[config.mk]
export PLATFORM = sky130hd
export DESIGN_NAME = pipeline_hazard_ctrl
export DESIGN_NICKNAME = d
export VERILOG_FILES = /design/src/rtl/pipeline_hazard_ctrl.sv
export SDC_FILE = /design/constraint.sdc
export NUM_CORES = 1
export LEC_CHECK = 0
export CAP_MARGIN = 5
export CORE_UTILIZATION = 47
export CTS_BUF_LIST = sky130_fd_sc_hd__clkbuf_16
export CTS_CLUSTER_SIZE = 25
export DETAILED_ROUTE_END_ITERATION = 12
export HOLD_SLACK_MARGIN = 0.08
export PLACE_DENSITY = 0.91
export SLEW_MARGIN = 20
export SYNTH_ARGS = -nofsm -noshare
export SYNTH_HDL_FRONTEND = slang
export SYNTH_SLANG_ARGS = --single-unit
[constraint.sdc]
create_clock -name clk -period 2.7 [get_ports clk]
set_clock_uncertainty 0.1 [all_clocks]
set_input_delay 0.54 -clock clk [delete_from_list [all_inputs] [get_ports clk]]
set_output_delay 0.54 -clock clk [all_outputs]
set_load 0.05 [all_outputs]
[src/rtl/pipeline_hazard_ctrl.sv]
// pipeline_hazard_ctrl
//   Central stall/flush controller for a 5-stage RISC-V pipeline. It decides
//   each cycle whether the PC advances, whether IF/ID loads, holds or takes a
//   bubble, and whether ID/EX takes a bubble. It arbitrates between load-use
//   hazards, EX-stage redirects, instruction-memory wait and an external halt.
//   A redirect that cannot be taken immediately is parked and replayed later.
//   Two saturating performance counters are maintained.
//
// Ports
//   clk, rst                 clock, synchronous active-high reset
//   id_rs1/id_rs2            source registers of the instruction in ID
//   id_uses_rs1/id_uses_rs2  ID instruction really reads rs1/rs2
//   ex_rd                    destination register of the instruction in EX
//   ex_mem_read              EX instruction is a load
//   ex_reg_write             EX instruction writes rd
//   ex_redirect              EX resolved a taken branch/jump
//   ex_redirect_target       redirect PC
//   imem_ready               instruction memory delivers a fetch this cycle
//   ext_halt                 debug/host halt request (level)
//   pc_en                    PC write enable
//   pc_sel_redirect          PC next = pc_redirect_target (else PC+4)
//   pc_redirect_target       redirect PC to load
//   if_id_en                 IF/ID load enable (0 = hold)
//   if_id_flush              IF/ID loads a bubble (overrides if_id_en)
//   id_ex_flush              ID/EX loads a bubble
//   ctrl_state               0=RUN, 1=REDIR_PEND, 2=HALT
//   stall_cycles             saturating count of cycles with pc_en=0
//   flush_events             saturating count of accepted redirects

module pipeline_hazard_ctrl #(
  parameter int unsigned XLEN  = 32,
  parameter int unsigned REGW  = 5,
  parameter int unsigned CNT_W = 32
) (
  input  logic             clk,
  input  logic             rst,
  input  logic [REGW-1:0]  id_rs1,
  input  logic [REGW-1:0]  id_rs2,
  input  logic             id_uses_rs1,
  input  logic             id_uses_rs2,
  input  logic [REGW-1:0]  ex_rd,
  input  logic             ex_mem_read,
  input  logic             ex_reg_write,
  input  logic             ex_redirect,
  input  logic [XLEN-1:0]  ex_redirect_target,
  input  logic             imem_ready,
  input  logic             ext_halt,
  output logic             pc_en,
  output logic             pc_sel_redirect,
  output logic [XLEN-1:0]  pc_redirect_target,
  output logic             if_id_en,
  output logic             if_id_flush,
  output logic             id_ex_flush,
  output logic [1:0]       ctrl_state,
  output logic [CNT_W-1:0] stall_cycles,
  output logic [CNT_W-1:0] flush_events
);

  typedef enum logic [1:0] {
    ST_RUN        = 2'd0,
    ST_REDIR_PEND = 2'd1,
    ST_HALT       = 2'd2
  } state_e;

  state_e            state_q, state_d;
  logic              pend_valid_q, pend_valid_d;
  logic [XLEN-1:0]   pend_target_q, pend_target_d;
  logic [CNT_W-1:0]  stall_cycles_q, flush_events_q;
  logic              redirect_acc;
  logic              lu;

  localparam logic [CNT_W-1:0] CNT_ONE = {{(CNT_W-1){1'b0}}, 1'b1};

  assign lu = ex_mem_read & ex_reg_write & (ex_rd != '0) &
              ((id_uses_rs1 & (id_rs1 == ex_rd)) |
               (id_uses_rs2 & (id_rs2 == ex_rd)));

  always_comb begin
    pc_en              = 1'b1;
    pc_sel_redirect    = 1'b0;
    pc_redirect_target = '0;
    if_id_en           = 1'b1;
    if_id_flush        = 1'b0;
    id_ex_flush        = 1'b0;
    state_d            = state_q;
    pend_valid_d       = pend_valid_q;
    pend_target_d      = pend_target_q;
    redirect_acc       = 1'b0;

    if (rst) begin
      pc_en       = 1'b0;
      if_id_en    = 1'b0;
      if_id_flush = 1'b1;
      id_ex_flush = 1'b1;
    end else begin
      unique case (state_q)
        ST_RUN: begin
          if (ex_redirect) begin
            redirect_acc = 1'b1;
            if_id_flush  = 1'b1;
            id_ex_flush  = 1'b1;
            if (imem_ready) begin
              pc_sel_redirect    = 1'b1;
              pc_redirect_target = ex_redirect_target;
            end else begin
              pc_en         = 1'b0;
              pend_valid_d  = 1'b1;
              pend_target_d = ex_redirect_target;
              state_d       = ST_REDIR_PEND;
            end
          end else if (lu) begin
            // Hold IF/ID rather than bubble it, even if imem is not ready.
            pc_en       = 1'b0;
            if_id_en    = 1'b0;
            id_ex_flush = 1'b1;
          end else if (!imem_ready) begin
            pc_en       = 1'b0;
            if_id_flush = 1'b1;
          end
          if (!ex_redirect && ext_halt) state_d = ST_HALT;
        end

        ST_REDIR_PEND: begin
          if_id_flush = 1'b1;
          id_ex_flush = 1'b1;
          if (ex_redirect) begin
            redirect_acc  = 1'b1;
            pend_target_d = ex_redirect_target;
          end
          if (imem_ready) begin
            // A redirect arriving on the replay cycle is newer than the
            // parked one, so it is the one that gets replayed.
            pc_sel_redirect    = 1'b1;
            pc_redirect_target = ex_redirect ? ex_redirect_target : pend_target_q;
            pend_valid_d       = 1'b0;
            state_d            = ST_RUN;
          end else begin
            pc_en = 1'b0;
          end
        end

        ST_HALT: begin
          pc_en       = 1'b0;
          if_id_en    = 1'b0;
          id_ex_flush = 1'b1;
          if (ex_redirect) begin
            redirect_acc  = 1'b1;
            pend_valid_d  = 1'b1;
            pend_target_d = ex_redirect_target;
            if_id_flush   = 1'b1;
          end
          if (!ext_halt) begin
            state_d = (pend_valid_q || ex_redirect) ? ST_REDIR_PEND : ST_RUN;
          end
        end

        default: state_d = ST_RUN;
      endcase
    end
  end

  always_ff @(posedge clk) begin
    if (rst) begin
      state_q        <= ST_RUN;
      pend_valid_q   <= 1'b0;
      pend_target_q  <= '0;
      stall_cycles_q <= '0;
      flush_events_q <= '0;
    end else begin
      state_q       <= state_d;
      pend_valid_q  <= pend_valid_d;
      pend_target_q <= pend_target_d;
      if (!pc_en && (stall_cycles_q != '1)) begin
        stall_cycles_q <= stall_cycles_q + CNT_ONE;
      end
      if (redirect_acc && (flush_events_q != '1)) begin
        flush_events_q <= flush_events_q + CNT_ONE;
      end
    end
  end

  assign ctrl_state   = state_q;
  assign stall_cycles = stall_cycles_q;
  assign flush_events = flush_events_q;

endmodule

==> reports/results.ini, run 1 <==
[sta]
finalHoldViolCount=0
post-route-min-period_ns=2.69
setup_violations=0
timing.fmax_ghz=0.372
final_max_slew_viol_count=0
tightest_slew_ns=0.594
period_share_pct=99.7
tns_ns=0
relSlewSlack_pct=60.4
rsz0062_at_grt=yes
holdWs_ns=0.365

[yosys]
synth_seq_cells=99
netlist.area_leader.share_pct=39.1
yosys.area_share.xor_xnor_pct=7.26
syn_inst=643
synth_compound_area_share_pct=19.0
synth_area_leaders=dfxtp_1 39%, nand2_1 6.5%, a21oi_1 6.3%
ys.flop_type=dfxtp_1
syn_area_um2=5070
avgSynthCellArea_um2=7.88
synthSimpleGateAreaFrac_pct=27.7
synth_top_family_by_area=simple AND/OR/NAND/NOR gates
synth_top_area_cell=dfxtp_1
synth.distinct_cells=53
async_flop_share_pct=0
syn_nets=705
muxShareOfSynthArea_pct=1.23
yosys_warnings=0
synth_edf_count=0
synthAdderAreaFrac_pct=1.48
yosysSeqAreaShare_pct=39.1

[floorplan]
start_util_pct=48.9
die_w_um=106
fp-row-count=37
die_h_um=106
io_pins=159
core_um2=10400
die_area_um2=11200

[hold_path]
hold_depth=2
holdCritPathClass=reg -> reg
worstHoldStart=pend_target_q[4]
min_to=pend_target_q[4]

[worst_setup_path]
cpLargestDelayFamily=buffers and inverters
cp_data_required_time_ns=2.06
rr_startpoint=ctrl_state[0]
rrSetupSlack_ns=0.30
cp_slowest_stage_delay_ns=0.22
cp_max_fo=3
crit_type=in -> out
critPathArrivalTime_ns=2.05
cp-end-kind=primary output
cp_cell_sequence=clkdlybuf4s15_1 -> xnor2_1 -> nand4_1 -> buf_4 -> buf_4 -> o221ai_4 -> buf_4 -> nand2_2 -> buf_12
critPathBufInv=5
worst_setup_path_start_kind=primary input
r2r_cells=10
critPathSlowestCell=xnor2_1
timing.rr.end=stall_cycles[25]
worst_path_most_repeated_cell=buf_4

[drt]
via_count=5526
drc_errors=0
drt_first_pass_iters=5
first_iter_violations=298
finalWirelength_um=16100
routedWlPerCell_um=16.9
ant_nets=0
via_per_inst=5.79

[power]
power.leakage_nw=2.78
p_sw_mw=1.38
p_clk_share_pct=32.7
seqPwrFrac_pct=38.3
vdd_ir_drop_max_uv=370
p_int_mw=2.82
p_comb_share_pct=29.0
powerDensity_nw_per_um2=534
swShare_pct=32.9

[layout]
diodes=0
drive_gt1_share_pct=22.5
finalNetCount=876
area_growth_pct=54.9

[global_routing]
grt_pass1_vias=5220
grt_usage_pct=26.7
grt_first_pass_wirelength_um=24300
grt_max_degree=53
antenna_found_initial=0
gr-total-overflow=0

[placed_design]
gp_congestion=0.873
portBuffers=158
hpwl_um=10900

[cts]
cts_hold_buf=0
clk_pin_slew_ns=0.07
numCtsBuffers=9
root_buffer=clkbuf_16
clock_sinks=99
insertion_delay_ns=0.35
htreeDepth=3
clockBufferDepth=2
cts_tree=yes

[job]
maxCapViolCount=0

[outcome]
status=completed

==> cell type report <==
cell class	count	area, um2
Clock buffer	9	225
Clock inverter	7	92.6
Fill cell	687	2510
Inverter	16	60.1
Multi-Input combinational cell	491	3360
Sequential cell	99	1990
Tap cell	136	170
Timing Repair Buffer	197	1960
==> cell families after synthesis <==
| logic type | count (synthesis) |
|---|---|
| AO/OA/AOI/OAI | 151 |
| XOR/XNOR | 42 |
| adder cells (fa/ha/maj) | 6 |
| buffers and inverters | 53 |
| flip-flops | 99 |
| multiplexers | 6 |
| AND/OR/NAND/NOR | 286 |
==> timing repair <==
action / in CTS / in global routing
pin swaps: 23 / 10
setup endpoints to repair: 19 / 35
cloned: 0 / 3
resized for setup: 61 / 46
setup buffers: 2 / 1
==> synthesized netlist by cell type, drive strengths merged, types with 2 or more instances <==
cell type  number
a21o            2
and3           12
inv            16
nand3          25
mux2            2
clkbuf         30
ha              6
and2            7
o221ai          2
nor3            8
o21ai          22
nand2          88
or4            10
o21a            2
xor2           28
and4            6
nor2b           3
a211oi          3
a22oi          32
dfxtp          99
nand4          23
o211ai          4
o31ai           9
or3            19
o2111ai         2
xnor2          14
buf             7
a21oi          64
a311oi          2
nor2           80
mux2i           4
==> registers in the layout, indices dropped and copies added, names as in the netlist <==
name	cells
stall_cycles	32
ctrl_state	2
flush_events	32
pend_valid_q	1
pend_target_q	32
==> tightest hold or removal path, cell delays in order (launching register included) <==
cell and delay (ns):
dfxtp_1 0.31, nand2_1 0.05, a21oi_1 0.05
==> placed cells by master, fill, tap and decap left out, types with 3 or more instances in the layout <==
cell type          n
clkbuf_16         11
nor2b_1            3
a22oi_1            9
nand3_1           25
dfxtp_1           97
xnor2_2            3
xnor2_1           11
buf_4             59
inv_1             15
nand2_1           86
buf_8              4
clkbuf_2           3
clkdlybuf4s15_1    3
and3_1            12
and2_1             7
mux2i_1            4
o211ai_1           4
xor2_1            28
buf_6              6
nor3_1             7
and4_1             6
nand4_1           21
nor2_1            48
dlygate4sd2_1      3
o31ai_1            8
o21ai_0           19
nor2_4            32
buf_12            10
or4_1              9
or3_1             17
a21oi_1           63
ha_1               5
clkdlybuf4s50_1  103
a22oi_2           23
==> layer usage <==
metal | vias up | track usage, % | part of all wire [%]
li1 | 2630 | - | -
met1 | 2608 | 31.2 | 40
met2 | 231 | 47.0 | 51
met3 | 57 | 4.21 | 5.9
met4 | 0 | 13.9 | 3.4
met5 | - | 0 | 0
==> worst max-delay path by stage <==
stage | from | to | cells after the start
after global routing | ctrl_state[0] | pc_redirect_target[31] | 9
after global placement | ex_rd[0] | if_id_flush | 7
after CTS | ex_rd[3] | id_ex_flush | 9
final | id_rs2[4] | pc_en | 9
after floorplan | ex_rd[0] | if_id_flush | 5
after detailed placement | ex_rd[4] | if_id_flush | 8
==> per-stage QoR <==
stage	worst slack (ns)	power [mW]	std cells	cell area [um2]	utilization, %
6_report	0.00824	4.20	955	7860	75.7
4_1_cts	0.000102	4.13	951	7640	73.6
2_1_floorplan	-0.127	2.31	643	5320	-
3_5_place_dp	-0.503	2.74	933	7200	69.4
3_3_place_gp	-0.432	2.70	933	7200	69.4
5_1_grt	-0.0521	4.35	955	7860	75.7
==> power groups by stage <==
| stage | logic, mW | registers [mW] | clock network (mW) |
|---|---|---|---|
| floorplan | 0.625 | 1.68 | 0 |
| global placement | 1.08 | 1.62 | 0 |
| detailed placement | 1.11 | 1.63 | 0 |
| CTS | 1.14 | 1.60 | 1.39 |
| global route | 1.28 | 1.62 | 1.45 |
| finish | 1.22 | 1.61 | 1.37 |
(Power assumes the default switching activity.)
==> inputs of run 2 (changes only) <==
Settings changed: CTS_CLUSTER_DIAMETER set to 80, MAX_ROUTING_LAYER set to met4, SLEW_MARGIN 20 to 15.
==> run 2 against run 1 <==
  * Non-clock buffer count unchanged
  * Sequential cell count did not move
  * Clock power hardly changed
  * Worst hold slack got worse by 0.0013 ns
  * Largest power group unchanged
==> reports/results.ini, run 2 (synthesis gave the netlist of run 1 again) <==
[worst_setup_path]
cpLargestDelayFamily=buffers and inverters
worst_setup_path_start_kind=primary input
critPathArrivalTime_ns=2.05
cp_slowest_stage_delay_ns=0.22
crit_type=in -> out
cp_cell_sequence=clkdlybuf4s15_1 -> xnor2_1 -> nand4_1 -> buf_4 -> buf_4 -> o221ai_4 -> buf_4 -> nand2_2 -> buf_12
cp_max_fo=3
critPathBufInv=5
critPathSlowestCell=xnor2_1
cp_data_required_time_ns=2.06
worst_path_most_repeated_cell=buf_4
cp-end-kind=primary output

[global_routing]
gr-total-overflow=0
antenna_found_initial=0
grt_pass1_vias=5220
grt_first_pass_wirelength_um=24300
grt_max_degree=53
grt_usage_pct=27.5

[floorplan]
die_h_um=106
core_um2=10400
fp-row-count=37
die_area_um2=11200
io_pins=159
start_util_pct=48.9
die_w_um=106

[drt]
routedWlPerCell_um=16.9
wl_met3_um=988
finalWirelength_um=16200
via_count=5534
drt-met1-wl_um=6420
first_iter_violations=315
via_per_inst=5.79
drc_errors=0
drt_first_pass_iters=5
ant_nets=0
top_layer=met4
met2WireLength_um=8240

[layout]
mostFrequentLayoutCells=103 x clkdlybuf4s50_1, 97 x dfxtp_1, 86 x nand2_1
final_cell_area_um2=7860
drive_gt1_share_pct=22.5
finalNetCount=876
diodes=0
area_growth_pct=54.9
fillerInstances=687
mostFrequentLayoutCell=clkdlybuf4s50_1
stdcell_count=955
seq_area_um2=1990
final_core_util_pct=75.7
multi_input_area_um2=3360

[power]
p_total_mw=4.20
p_sw_mw=1.38
powerDensity_nw_per_um2=534
p_comb_share_pct=29.0
power.leakage_nw=2.78
p_int_mw=2.82
swShare_pct=32.9
p_clk_share_pct=32.7
seqPwrFrac_pct=38.3
vdd_ir_drop_max_uv=369

[cts]
root_buffer=clkbuf_16
insertion_delay_ns=0.34
htreeDepth=3
cts_hold_buf=0
numCtsBuffers=9
clk_pin_slew_ns=0.07
cts_tree=yes
clock_sinks=99
clockBufferDepth=2

[sta]
final_max_slew_viol_count=0
setup_violations=0
timing.fmax_ghz=0.372
post-route-min-period_ns=2.69
relSlewSlack_pct=61.3
tightest_slew_ns=0.580
finalHoldViolCount=0
rsz0062_at_grt=yes
period_share_pct=99.7

[job]
maxCapViolCount=0

[placed_design]
portBuffers=158
dp.cells=933
gp_congestion=0.887
hpwl_um=10900
placed_cell_area_um2=7200

[hold_path]
holdCritPathClass=reg -> reg

[outcome]
status=completed

run 2: cell counts in the layout (fill, tap and decap cells not counted):
No cell type changed its count.
run 2: power groups by stage:
stage	Sequential, mW	Combinational [mW]	Clock [mW]
2_1_floorplan	1.68	0.625	0
3_5_place_dp	1.63	1.11	0
3_3_place_gp	1.62	1.08	0
6_report	1.61	1.22	1.37
5_1_grt	1.62	1.28	1.45
4_1_cts	1.60	1.14	1.39
run 2: per-layer routing:
layer  vias to the layer above  track usage [%]
li1                       2621                -
met1                      2632             31.2
met2                       232             47.0
met3                        49             4.08
met4                         0             13.9
met5                         -                -
run 2: final cells by class:
class	instances	share of cell area, %
clock buffers	9	2.87
flip-flops and latches	99	25.3
clock inverters	7	1.18
repair buffers	197	24.9
inverters	16	0.765
well taps	136	2.17
multi-input cells	491	42.8
run 2: repair_timing:
action                                  4_1_cts  5_1_grt
pin swaps                                    23       10
buffers inserted                              2        1
endpoints found under the setup margin       19       35
cloned                                        0        3
gates resized for setup                      61       46
run 2: path summary, 6_finish.rpt:
check | startpoint | endpoint | slack (ns) | depth (start not counted)
max | id_rs2[4] | pc_en | 0.009 | 9
min | pend_target_q[4] | pend_target_q[4] | 0.36 | 2
max reg2reg | ctrl_state[0] | stall_cycles[25] | 0.30 | 10
min reg2reg | pend_target_q[4] | pend_target_q[4] | 0.36 | 2
run 2: per-stage QoR:
stage,hold slack (ns),setup TNS [ns],worst slack (ns)
floorplan,0.337,-0.127,-0.127
global placement,0.342,-4.21,-0.432
detailed placement,0.349,-8.45,-0.503
CTS,0.358,0,0.000102
global route,0.387,-0.355,-0.0523
finish,0.364,0,0.00881
run 2: worst register-to-register path: stages, from the launching register on:
cell,delay (ns)
dfxtp_4,0.39
inv_1,0.07
ha_1,0.22
o21ai_2,0.16
a21oi_1,0.09
buf_4,0.16
a21bo_2,0.27
nand4_2,0.12
buf_12,0.18
or4_1,0.41
a21oi_1,0.16
